==> src/rtl/definitions_pkg.sv <==
// definitions_pkg: instruction-write word type and default FIFO sizing constants
package definitions_pkg;
  typedef struct packed {
    logic [7:0]  opcode;
    logic [4:0]  rd;
    logic [18:0] imm;
  } InstructionWrite;
  localparam int FIFO_DEPTH_LOG2      = 5;
  localparam int FIFO_AFULL_MARGIN    = 2;
  localparam int FIFO_AEMPTY_THRESH   = 2;
  localparam int FIFO_RST_BUSY_CYCLES = 2;
endpackage

==> src/rtl/sdp_ram_sync.sv <==
// sdp_ram_sync: simple dual-port RAM, 1-cycle registered read with resettable output
module sdp_ram_sync #(
  parameter int WIDTH = 32,
  parameter int AW    = 5
)(
  input  logic             clk,
  input  logic             rst,
  input  logic             we,
  input  logic [AW-1:0]    waddr,
  input  logic [WIDTH-1:0] wdata,
  input  logic             re,
  input  logic [AW-1:0]    raddr,
  output logic [WIDTH-1:0] rdata
);
  logic [WIDTH-1:0] mem [2**AW];
  always_ff @(posedge clk)
    if (we) mem[waddr] <= wdata;
  always_ff @(posedge clk)
    if (rst) rdata <= '0;
    else if (re) rdata <= mem[raddr];
endmodule

==> src/rtl/instr_fifo_param.sv <==
// instr_fifo_param: sync FIFO, standard or FWFT read; INSTR_FIFO_ERR_FLAGS_EN adds sticky overflow/underflow ports
module instr_fifo_param
  import definitions_pkg::*;
#(
  parameter int WIDTH           = $bits(InstructionWrite),
  parameter int DEPTH_LOG2      = FIFO_DEPTH_LOG2,
  parameter int FWFT            = 0,
  parameter int AFULL_THRESH    = 2**DEPTH_LOG2 - FIFO_AFULL_MARGIN,
  parameter int AEMPTY_THRESH   = FIFO_AEMPTY_THRESH,
  parameter int RST_BUSY_CYCLES = FIFO_RST_BUSY_CYCLES
)(
  input  logic                  clk,
  input  logic                  srst,
  input  logic [WIDTH-1:0]      din,
  input  logic                  wr_en,
  input  logic                  rd_en,
  output logic [WIDTH-1:0]      dout,
  output logic                  full,
  output logic                  empty,
  output logic                  almost_full,
  output logic                  almost_empty,
  output logic [DEPTH_LOG2:0]   count,
  output logic                  wr_rst_busy,
  output logic                  rd_rst_busy
`ifdef INSTR_FIFO_ERR_FLAGS_EN
  ,
  output logic                  overflow,
  output logic                  underflow
`endif
);
  localparam int DEPTH = 2**DEPTH_LOG2;
  localparam int CW    = DEPTH_LOG2 + 1;
  logic [DEPTH_LOG2-1:0] wr_ptr, rd_ptr;
  logic [CW-1:0] mem_cnt, mem_cnt_n, count_n;
  logic [7:0] busy_cnt;
  logic busy, full_r, empty_r, empty_n, wr_acc, pop, re;
  assign busy        = busy_cnt != '0;
  assign wr_rst_busy = busy;
  assign rd_rst_busy = busy;
  assign full        = full_r | busy;
  assign empty       = empty_r;
  // In FWFT mode the RAM output register is the prefetch stage: it holds the head
  // word while !empty_r, and is refilled whenever it is free or being popped.
  always_comb begin
    wr_acc    = wr_en & ~full_r & ~busy;
    pop       = rd_en & ~empty_r & ~busy;
    re        = (FWFT != 0) ? (mem_cnt != '0) & (empty_r | pop) : pop;
    count_n   = count + CW'(wr_acc) - CW'(pop);
    mem_cnt_n = mem_cnt + CW'(wr_acc) - CW'(re);
    empty_n   = (FWFT != 0) ? ~(re | (~empty_r & ~pop)) : count_n == '0;
  end
  always_ff @(posedge clk)
    if (srst) begin
      wr_ptr       <= '0;
      rd_ptr       <= '0;
      count        <= '0;
      mem_cnt      <= '0;
      busy_cnt     <= 8'(RST_BUSY_CYCLES);
      full_r       <= 1'b0;
      empty_r      <= 1'b1;
      almost_full  <= 1'b0;
      almost_empty <= 1'b1;
    end else begin
      busy_cnt     <= busy ? busy_cnt - 8'd1 : busy_cnt;
      wr_ptr       <= wr_ptr + DEPTH_LOG2'(wr_acc);
      rd_ptr       <= rd_ptr + DEPTH_LOG2'(re);
      count        <= count_n;
      mem_cnt      <= mem_cnt_n;
      full_r       <= count_n == CW'(DEPTH);
      empty_r      <= empty_n;
      almost_full  <= count_n >= CW'(AFULL_THRESH);
      almost_empty <= count_n <= CW'(AEMPTY_THRESH);
    end
`ifdef INSTR_FIFO_ERR_FLAGS_EN
  always_ff @(posedge clk)
    if (srst) begin
      overflow  <= 1'b0;
      underflow <= 1'b0;
    end else begin
      overflow  <= overflow | (wr_en & full_r & ~busy);
      underflow <= underflow | (rd_en & empty_r & ~busy);
    end
`endif
  sdp_ram_sync #(.WIDTH(WIDTH), .AW(DEPTH_LOG2)) u_ram (
    .clk   (clk),
    .rst   (srst),
    .we    (wr_acc),
    .waddr (wr_ptr),
    .wdata (din),
    .re    (re),
    .raddr (rd_ptr),
    .rdata (dout)
  );
endmodule

==> config.mk <==
export PLATFORM = sky130hd
export DESIGN_NAME = instr_fifo_param
export DESIGN_NICKNAME = d
export VERILOG_FILES = /design/src/rtl/definitions_pkg.sv /design/src/rtl/sdp_ram_sync.sv /design/src/rtl/instr_fifo_param.sv
export SDC_FILE = /design/constraint.sdc
export NUM_CORES = 1
export LEC_CHECK = 0
export BUFFER_PORTS_ARGS = -buffer_cell sky130_fd_sc_hd__buf_2
export CAP_MARGIN = 10
export CORE_MARGIN = 2
export CORE_UTILIZATION = 35
export CTS_BUF_LIST = sky130_fd_sc_hd__clkbuf_16
export DETAILED_ROUTE_END_ITERATION = 12
export HOLD_SLACK_MARGIN = 0.08
export RECOVER_POWER = 50
export SLEW_MARGIN = 0
export SYNTH_ARGS = -nofsm -noshare
export SYNTH_HDL_FRONTEND = slang
export SYNTH_SLANG_ARGS = --single-unit
==> constraint.sdc <==
create_clock -name clk -period 4 [get_ports clk]
set_input_delay 0.6 -clock clk [delete_from_list [all_inputs] [get_ports clk]]
set_output_delay 0.6 -clock clk [all_outputs]
set_load 0.01 [all_outputs]
==> impl_metrics.toml <==
[clocking]
cts.clk_slew.worst_paths_ns = 0.06
clockBufferDepth = 3
cts_setup_buffers = 0
numCtsBuffers = 110
htreeDepth = 3
cts.repair.resized = 0
cts_sinks = 1084
clock_latency_ns = 0.68
holdBufCountCts = 0
root_buffer = "clkbuf_16"
cts_tree = "yes"

[floorplan]
core_sq_um = 116000
rows = 125
die_area_sq_um = 120000
ioPinCount = 80
die_width_um = 347
start_util_pct = 35.3
die_y_um = 347

[layout]
drive_above_1_share_pct = 22.3
final_util_pct = 40.8
final_area_sq_um = 47500
nFillCells = 10200
nets = 2176
syn2layout_area_growth_pct = 15.5
n_antenna_cell = 0

[sta]
setup_tns_ns = 0
holdWs_ns = 0.443
max_freq_mhz = 279
period_share_pct = 89.6
rsz0062_at_grt = "no"
fin_worst_skew_ns = 0.0338
fin_crit_ns = 3.58
finalMaxSlewViolations = 66
max_slew_margin_pct = -3.21
setup_viol = 0
tightest_slew_ns = 1.55
finalHoldViolations = 0

[setup_path]
cpPeakStageDelay_ns = 0.68
cp_slowest_cell = "or4_1"
crit_chain = "or4_1 > nor4_4 > nand2_1 > ha_1 > a21o_1 > a21oi_1 > nor2_1 > a311oi_1 > a41o_1"
critPathRequiredTime_ns = 4.62
end_kind = "flip-flop"
crit_type = "flip-flop to flip-flop"
cp.arrival_ns = 4.20
cp-start-kind = "flip-flop"
crit_fanout = 6

[pwr]
ir_drop_mv = 0.308
total_power_mw = 24.5
cellPowerDensity_nw_per_um2 = 516
p_leak_nw = 14.2

[run]
cap_violations = 3

[logic_synthesis]
yosys-top-cells-area = "edfxtp_1 75%, mux4_2 11%, mux2i_1 3.8%, dfxtp_1 2.9%, a32o_1 0.78%"
synth.distinct_cells = 48
yosysTopAreaCellShare_pct = 74.8
post-synth-top-area-cell = "edfxtp_1"
synth_cells = 1962
synth_nets = 2009
ys_warn_count = 0
ys_async_sr_fraction_pct = 0
syn_area_sq_um = 41100
synth_edf_count = 1024
ys.flop_type = "edfxtp_1"
synth-seq-area-share_pct = 77.7
syn_area_per_cell_sq_um = 21.0
ys_ff_latch = 1084

[routing]
drt_iter0_markers = 2126
detail_route.wl_per_cell_um = 27.1
routed-via-count = 20200
viasPerCell = 5.40
first_pass_iters = 5
ant_nets = 0
route.detailed.drc = 0
drt-total-wl_um = 101000

[grt]
grt_pass1_vias = 20900
grt_pass1_wl_um = 147000
grt_overflow = 0
antenna_found_initial = 0
grt_max_degree = 77
grt_usage_pct = 16.7

[place]
placedInstanceArea_sq_um = 44100
gp_congestion = 0.775
dpl.hpwl_um = 57500
port-buffer-count = 79

[min_path]
hold_path_class = "primary input to flip-flop"

[status]
failed_checks = "capacitance limit, slew limit"
status = "finished with violations"
==> registers in the layout, indices dropped and copies added, names as in the netlist <==
name,flops
almost_empty,1
full_r,1
count,6
almost_full,1
wr_ptr,5
empty,1
busy_cnt,8
u_ram.rdata,32
rd_ptr,5
u_ram.mem,1024
==> cell usage after synthesis, types with 4 or more instances <==
cell type,count
a211oi_1,31
a21oi_1,35
a22oi_1,33
a32o_1,32
buf_1,10
buf_2,43
buf_6,4
clkbuf_1,57
dfxtp_1,60
edfxtp_1,1024
ha_1,10
inv_1,9
mux2i_1,158
mux4_2,193
nand2_1,37
nand3_1,7
nand3b_1,7
nor2_1,49
nor2b_1,9
nor3_1,9
o21ai_0,32
o221ai_1,32
o22ai_1,31
xnor2_1,13
xor2_1,6
==> layer usage <==
metal,share of wire [%],wire length [um],vias up,track usage (%)
met1,42,42500,10800,22.5
met2,50,50700,699,28.4
met5,0,0,-,0
met3,5.7,5760,155,2.60
met4,2.5,2510,0,4.50
li1,-,-,8549,-
==> through the flow <==
stage | cells | setup WS, ns
floorplan | 1962 | 0.477
global placement | 3541 | 0.665
detailed placement | 3541 | 0.575
CTS | 3748 | 0.541
global route | 3748 | 0.221
finish | 3748 | 0.415
==> where the power goes <==
part / total, mW / internal (mW) / switching, mW
Combinational: 2.08 / 0.917 / 1.17
Sequential: 12.7 / 12.6 / 0.134
Clock: 9.69 / 5.44 / 4.25
==> final timing paths <==
path                         from              end  slack (ns)  cells after the start
setup / recovery      busy_cnt[2]            empty        0.42                      9
hold / removal               srst        rd_ptr[0]        0.44                      2
setup reg to reg      busy_cnt[2]            empty        0.42                      9
hold reg to reg   u_ram.rdata[31]  u_ram.rdata[31]        0.47                      1
==> placed cells by master (no fill, tap or decap), drive strengths merged, types with 4 or more instances in the layout <==
cell type / Yosys / layout
mux4: 193 / 193
xnor2: 13 / 13
o22ai: 31 / 31
bufinv: 0 / 5
ha: 10 / 10
a211oi: 31 / 31
o221ai: 32 / 32
nand3b: 7 / 7
edfxtp: 1024 / 1024
nor2b: 9 / 9
o21ai: 32 / 32
a21oi: 35 / 35
or3: 4 / 4
dfxtp: 60 / 60
buf: 58 / 96
xor2: 6 / 6
nor2: 49 / 49
nor3: 11 / 11
mux2i: 158 / 158
nand3: 7 / 7
nand2: 37 / 37
clkbuf: 57 / 187
clkinv: 0 / 48
a32o: 32 / 32
a22oi: 33 / 33
clkinvlp: 0 / 4
inv: 10 / 47
==> final cells by class <==
cell class / instances / area [sq um] / share of cell area, %
flip-flops and latches: 1084 / 32000 / 67.3
multi-input cells: 753 / 8880 / 18.7
clock buffers: 113 / 2830 / 5.96
well taps: 1524 / 1910 / 4.02
repair buffers: 170 / 1250 / 2.62
clock inverters: 94 / 613 / 1.29
inverters: 10 / 37.5 / 0.0791
==> logic make-up (layout without fill, tap and decap cells) <==
kind of cell               after synthesis  in the layout  synth area share [%]
DFF                                   1084           1084                  77.7
buffers and inverters                  125            387                  1.35
adders and majority gates               11             11                 0.353
and+or+nand+nor                        138            138                  1.68
muxes                                  351            351                  14.4
xor gates and xnor gates                19             19                 0.405
AOI/OAI and AO/OA                      234            234                  4.08
==> worst max-delay path, delay by kind of cell (launching register included) <==
family	cells	cell delay [ns]
AND/OR/NAND/NOR	4	1.46
adder cells (fa/ha/maj)	1	0.31
AO/OA/AOI/OAI	4	1.39
flip-flops	1	0.34
No activity file was read; power rests on OpenSTA's default activity.
